### src/rtl/toggle_gen_if.sv
// Control and status bundle for the toggle generator.
// The controller drives start/stop/configuration; the generator returns the wave and status.
interface toggle_gen_if #(
    parameter int WIDTH = 8,
    parameter int CNT_W = 8
);
    logic             start;
    logic             stop;
    logic [WIDTH-1:0] half_period;
    logic [CNT_W-1:0] num_toggles;
    logic             a;
    logic             tgl;
    logic             busy;
    logic             done;

    modport master (
        output start, stop, half_period, num_toggles,
        input  a, tgl, busy, done
    );

    modport slave (
        input  start, stop, half_period, num_toggles,
        output a, tgl, busy, done
    );
endinterface

### src/rtl/toggle_gen.sv
// Square-wave generator: toggles output a every half_period clocks for a set
// number of toggles (or forever when num_toggles is 0), with abort and done pulse.
//
// state | meaning
// IDLE  | waiting for start; a holds its last level
// RUN   | counting clocks and toggling a every hp clocks
// DONE  | one-cycle done pulse, then back to IDLE
module toggle_gen #(
    parameter int WIDTH = 8,
    parameter int CNT_W = 8
) (
    input  logic        clk,
    input  logic        rst,
    toggle_gen_if.slave bus
);

    typedef enum logic [1:0] {
        IDLE = 2'd0,
        RUN  = 2'd1,
        DONE = 2'd2
    } state_t;

    state_t           state_q, state_d;
    logic [WIDTH-1:0] hp_q, hp_d;
    logic [WIDTH-1:0] cyc_q, cyc_d;
    logic [CNT_W-1:0] nt_q, nt_d;
    logic [CNT_W-1:0] tcnt_q, tcnt_d;
    logic             a_q, a_d;
    logic             tgl_q, tgl_d;

    logic [CNT_W-1:0] tcnt_inc;
    logic             toggle_edge;

    assign tcnt_inc    = tcnt_q + CNT_W'(1);
    assign toggle_edge = (cyc_q == hp_q - WIDTH'(1));

    always_ff @(posedge clk or posedge rst) begin
        if (rst) begin
            state_q <= IDLE;
            hp_q    <= '0;
            cyc_q   <= '0;
            nt_q    <= '0;
            tcnt_q  <= '0;
            a_q     <= 1'b0;
            tgl_q   <= 1'b0;
        end else begin
            state_q <= state_d;
            hp_q    <= hp_d;
            cyc_q   <= cyc_d;
            nt_q    <= nt_d;
            tcnt_q  <= tcnt_d;
            a_q     <= a_d;
            tgl_q   <= tgl_d;
        end
    end

    always_comb begin
        state_d = state_q;
        hp_d    = hp_q;
        cyc_d   = cyc_q;
        nt_d    = nt_q;
        tcnt_d  = tcnt_q;
        a_d     = a_q;
        tgl_d   = 1'b0;

        unique case (state_q)
            IDLE: begin
                if (bus.start && !bus.stop) begin
                    // A zero half-period would never reach its terminal count.
                    hp_d    = (bus.half_period == '0) ? WIDTH'(1) : bus.half_period;
                    nt_d    = bus.num_toggles;
                    cyc_d   = '0;
                    tcnt_d  = '0;
                    state_d = RUN;
                end
            end
            RUN: begin
                if (bus.stop) begin
                    state_d = IDLE;
                end else if (toggle_edge) begin
                    a_d    = ~a_q;
                    tgl_d  = 1'b1;
                    cyc_d  = '0;
                    tcnt_d = tcnt_inc;
                    if (nt_q != '0 && tcnt_inc == nt_q) begin
                        state_d = DONE;
                    end
                end else begin
                    cyc_d = cyc_q + WIDTH'(1);
                end
            end
            DONE: begin
                state_d = IDLE;
            end
            default: begin
                state_d = IDLE;
            end
        endcase
    end

    assign bus.a    = a_q;
    assign bus.tgl  = tgl_q;
    assign bus.busy = (state_q == RUN);
    assign bus.done = (state_q == DONE);

endmodule

### src/flat_wrapper.sv
// flat-port wrapper written by rule: the top's interface ports become plain ports
module toggle_gen_flat 
#(
    parameter int WIDTH = 8,
    parameter int CNT_W = 8
)
  (clk, rst, bus_start, bus_stop, bus_half_period, bus_num_toggles, bus_a, bus_tgl, bus_busy, bus_done);
  toggle_gen_if #(.WIDTH(WIDTH), .CNT_W(CNT_W)) bus_i ();
  input  logic clk;
  input  logic rst;
  input wire logic [$bits(bus_i.start)-1:0] bus_start;
  input wire logic [$bits(bus_i.stop)-1:0] bus_stop;
  input wire logic [$bits(bus_i.half_period)-1:0] bus_half_period;
  input wire logic [$bits(bus_i.num_toggles)-1:0] bus_num_toggles;
  output wire logic [$bits(bus_i.a)-1:0] bus_a;
  output wire logic [$bits(bus_i.tgl)-1:0] bus_tgl;
  output wire logic [$bits(bus_i.busy)-1:0] bus_busy;
  output wire logic [$bits(bus_i.done)-1:0] bus_done;
  assign bus_i.start = bus_start;
  assign bus_i.stop = bus_stop;
  assign bus_i.half_period = bus_half_period;
  assign bus_i.num_toggles = bus_num_toggles;
  assign bus_a = bus_i.a;
  assign bus_tgl = bus_i.tgl;
  assign bus_busy = bus_i.busy;
  assign bus_done = bus_i.done;
  toggle_gen #(.WIDTH(WIDTH), .CNT_W(CNT_W)) u_core (.clk(clk), .rst(rst), .bus(bus_i));
endmodule
### config.mk
export PLATFORM = sky130hd
export DESIGN_NAME = toggle_gen_flat
export DESIGN_NICKNAME = d
export VERILOG_FILES = /design/src/rtl/toggle_gen_if.sv /design/src/rtl/toggle_gen.sv /design/src/flat_wrapper.sv
export SDC_FILE = /design/constraint.sdc
export NUM_CORES = 1
export LEC_CHECK = 0
export BUFFER_PORTS_ARGS = -buffer_cell sky130_fd_sc_hd__buf_4
export CORE_ASPECT_RATIO = 1.25
export CORE_MARGIN = 1.5
export CORE_UTILIZATION = 50
export CTS_CLUSTER_DIAMETER = 60
export CTS_CLUSTER_SIZE = 8
export DETAILED_ROUTE_END_ITERATION = 10
export PLACE_DENSITY_LB_ADDON = 0.05
export SETUP_SLACK_MARGIN = 0.4
export SYNTH_ARGS = -nofsm -noshare
export SYNTH_HDL_FRONTEND = slang
export SYNTH_SLANG_ARGS = --single-unit
### constraint.sdc
create_clock -name clk -period 3.36 [get_ports clk]
set_input_delay 0.168 -clock clk [delete_from_list [all_inputs] [get_ports clk]]
set_output_delay 0.168 -clock clk [all_outputs]
set_load 0.02 [all_outputs]
* Yosys cells after proc, flatten, opt, wreduce, memory -nomap -nowiden
Index checks and enable logic that the tools add are counted.
** Cells by class
- Multiplexer cells :: 16
- Bitwise operators :: 2
- Eq/ne operators :: 9
- Reductions and logical operators :: 12
- Add/sub/neg operators :: 3
** Operators with widths (number)
- $mux 8 :: 6
- $pmux 8 s2 :: 2
- $add 8x1->8 const B :: 2
- $eq 8x8->1 :: 2
- $reduce_and 3->1 :: 3
- $logic_not 8->1 :: 1
- $mux 2 :: 4
- $reduce_bool 8->1 :: 1
- $sub 8x1->8 const B :: 1
- $ne 3x2->1 const B :: 2
- $ne 2x1->1 const B :: 2
- $pmux 2 s2 :: 1
- $reduce_and 4->1 :: 1
- $mux 1 :: 3
- $eq 2x1->1 const B :: 1
- $eq 2x2->1 const B :: 1
- $logic_and 1x1->1 :: 2
- $logic_not 2->1 :: 1
- $ne 2x2->1 const B :: 1
- $not 1->1 :: 2
- $reduce_and 2->1 :: 1
- $reduce_bool 2->1 :: 1
- $logic_not 1->1 :: 1
** Word-level totals
- Input bits :: 20
- Word-level logic and storage cells :: 49
- Output and inout bits :: 4
- Bits in registers :: 36

* Logic depth before layout (Yosys ltp)
- Depth after elaboration :: 7
- Mapped depth :: 10
- Depth with buffers taken out :: 8

* Worst setup path before layout
Ideal clock, no wire load.
- Kind :: register -> register
- Start point :: register u_core.hp_q[0]
- End point :: register u_core.tcnt_q[3]
- Arrival time :: 2.334 ns
- Library setup time :: 0.121 ns
- Data required time :: 3.239 ns
- Stages on the path, launching flop included :: 9
- Period minus slack after synthesis :: 2.455 ns
- Buffers on the path :: 0
- Setup slack :: 0.905 ns
- Path through :: dfrtp_1 > inv_1 > ha_1 > and2_1 > o21ai_0 > o2111ai_1 > or4_4 > or4_4 > a32o_2
** On the way
- Longest elaborated chain between the ends :: 4
** Ends and longest elaborated chain
- from (decl) :: RTL line toggle_gen.sv:24 : logic [WIDTH-1:0] hp_q, hp_d;
- from (signal assigned) :: RTL line toggle_gen.sv:48 : hp_q <= hp_d;
- $sub 8x1->8 :: RTL line toggle_gen.sv:35 : assign toggle_edge = (cyc_q == hp_q - WIDTH'(1));
- $eq 8x8->1 :: RTL line toggle_gen.sv:35
- $ne 2x1->1 (no line)
- $reduce_and 4->1 (no line)
- to (signal assigned) :: RTL line toggle_gen.sv:51 : tcnt_q <= tcnt_d;
- to (decl) :: RTL line toggle_gen.sv:27 : logic [CNT_W-1:0] tcnt_q, tcnt_d;
No other way between the ends.
A chain may end at the register's enable or synchronous reset.

* Final worst setup path
- Start point :: register u_core.hp_q[0]
- End point :: register u_core.tcnt_q[5]
The elaborated chain is that of the path after synthesis.

==> out/qor.csv <==
metric,value,unit
run status,finished clean,
I/O pins,24,
Critical Path AT,3.01,ns
gr usage total,22.1,%
hold crit path type,in -> reg,
Reg area,901,sq um
share of cells above drive strength 1,23.2,%
Yosys cell types,58,
asr flop ratio synth,100,%
Hold Path Sink,u_core.hp_q[1],
Synth warnings,0,
Crit Path Max Fanout,21,
post-synthesis cell count,228,
CTS Buffer Depth,2,
Power Dens Cells,479,nW/um^2
CP required,3.54,ns
"area leader, netlist",dfrtp_1,
max cap viols,0,
Antenna Cells,0,
Worst path max stage delay,0.68,ns
max-slew violations,0,
crit path launch type,register,
worst hold margin,0.101,ns
fin nets,272,
vias per cell,5.94,
Core ar.,4360,sq um
sequential area share after synthesis,40.2,%
most frequent cells in the layout,"dfrtp_1, buf_4, nand2_1, nor2_1",
ys flop type,dfrtp_1,
number of flops mapped to enable cells by yosys,0,
Root Driver,clkbuf_8,
pin count of the biggest net entering global routing,37,
DRC,0,
worst IR drop on VDD,0.256,mV
CTS buffer count,5,
synth top area cells,"dfrtp_1, mux2_2, xnor2_1",
first-pass GRT wire length,8480,um
hold path depth,3,
"Power, Total",1.21,mW
slowest cell on the critical path,or4_4,
Netlist Area Pre-Place,2240,sq um
syn nets,251,
initial antenna violation count,0,
Detail Route Antenna Nets,0,
Routed wire per std cell,16.4,um
synthesized flop and latch total,36,
RSZ-0062 raised after global routing,no,
clock skew,0.00348,ns
vias in the first global route,1838,
FILL cells,391,
post-synth top area share,40.2,%
Final Hold Viols,0,
Skew-Pair Late Insertion Delay,0.29,ns
I/O Buffers,23,
Total Wirelength,5050,um
H-tree depth,2,
clock tree from TritonCTS,done,
FF-to-FF Start,u_core.hp_q[0],
first-pass iteration count of the detailed router,4,
final worst-path cycle share,84.3,%
CP Cell Sequence,"inv_1, ha_1, and2_1, o21ai_0, o2111ai_1, or4_4, or4_4, a32o_2",
worst-margin pin slew,0.976,ns
flop2flop setup slack,0.53,ns
Max-slew headroom,34.9,%
Leakage,1.06,nW
Worst-path clk slew,0.07,ns
die footprint,4890,sq um
area grow syn2layout,13.1,%
routability cong.,0.804,
Detailed Place HPWL,3730,um
Clock Sinks,36,
HP Start,bus_half_period[1],
endpoints failing setup,0,
r2r worst-path depth,8,
Post-CTS Setup Repair Bufs,0,
Vias,1830,
Syn Area/Cell,9.82,sq um
DIE WIDTH,62.8,um
initial cell density of the core,51.4,%
critical path endpoint category,register,
area of the multi-input gates,1220,sq um
setup TNS,0,ns
"most common cell after layout, fill and taps aside",dfrtp_1,
fmax,353,MHz
Die Y-Extent,77.8,um
initial DRC count,127,
critical path class,reg -> reg,
grt ovf,0,
minimum clock period after layout,2.83,ns
Crit path top cell by count,or4_4,
Core Rows,27,
FF-to-FF End,u_core.tcnt_q[5],
-- area by class of cell --
class                      instances  share of cell area (%)
inverter                          10                    1.48
tap                               58                    2.87
multi-input combinational        169                    48.2
timing repair buffer              27                    8.11
sequential                        36                    35.6
clock inverter                     1                   0.297
clock buffer                       7                    3.41
-- power breakdown --
group	switching, mW	total (mW)	internal [mW]
Sequential	0.0873	0.583	0.496
Clock	0.155	0.322	0.167
Combinational	0.156	0.306	0.151
Total	0.398	1.21	0.813
-- Yosys cell counts, types with 3 or more instances --
cell / instances
clkbuf_1: 5
dfrtp_1: 36
ha_1: 3
inv_1: 10
mux2_2: 14
mux2i_1: 3
nand2_1: 20
nand3_1: 4
nand3b_1: 3
nor2_1: 16
nor3_1: 10
nor4_1: 5
o2111ai_1: 5
o211ai_1: 3
o21ai_0: 10
o31ai_1: 4
or4_4: 3
xnor2_1: 14
xor2_1: 8
-- registers in the layout, summed over array words and instances, names as in the netlist --
signal / count
u_core.cyc_q: 8
u_core.bus.a: 1
u_core.tcnt_q: 8
u_core.bus.tgl: 1
u_core.hp_q: 8
u_core.nt_q: 8
u_core.state_q: 2
-- per-layer routing --
metal / global-route usage [%] / wire length (um)
met5: 0 / 0
met4: 11.1 / 154
met3: 4.64 / 145
met2: 39.4 / 2720
met1: 24.7 / 2030
-- cell families after synthesis --
group                    share of synthesized area (%)
adder cells (fa/ha/maj)                           1.68
flip-flops                                        40.2
AND/OR/NAND/NOR                                   20.5
XOR/XNOR                                          8.61
AO/OA/AOI/OAI                                     15.1
multiplexers                                      8.38
buffers and inverters                             5.48
-- timing repair --
action / in CTS / in global routing
hold buffers: 1 / 0
resized for setup: 0 / 0
hold endpoints to repair: 36 / 0
-- critical path: cells and delay by family, from the launching register on --
kind,cells,cell delay (ns)
AO/OA/AOI/OAI,3,0.59
adder cells (fa/ha/maj),1,0.22
buffers and inverters,1,0.08
flip-flops,1,0.44
AND/OR/NAND/NOR,3,1.39
-- how the worst max path moves through the flow --
stage | slack, ns | depth (start not counted) | to | start
floorplan | 0.91 | 8 | u_core.tcnt_q[3] | u_core.hp_q[0]
global placement | 0.68 | 8 | u_core.tcnt_q[3] | u_core.hp_q[0]
detailed placement | 0.56 | 8 | u_core.tcnt_q[5] | u_core.hp_q[0]
CTS | 0.55 | 8 | u_core.tcnt_q[5] | u_core.hp_q[0]
global route | 0.43 | 8 | u_core.tcnt_q[5] | u_core.hp_q[0]
finish | 0.53 | 8 | u_core.tcnt_q[5] | u_core.hp_q[0]
-- metrics by stage --
stage	area, sq um	worst slack [ns]	cells	util, %
after global placement	2430	0.681	299	55.7
final	2530	0.527	308	58.1
after CTS	2530	0.547	308	58.1
after detailed placement	2430	0.562	299	55.7
after floorplan	2240	0.905	228	-
after global routing	2530	0.433	308	58.1
Note: power is estimated with default switching activity, not from simulation.
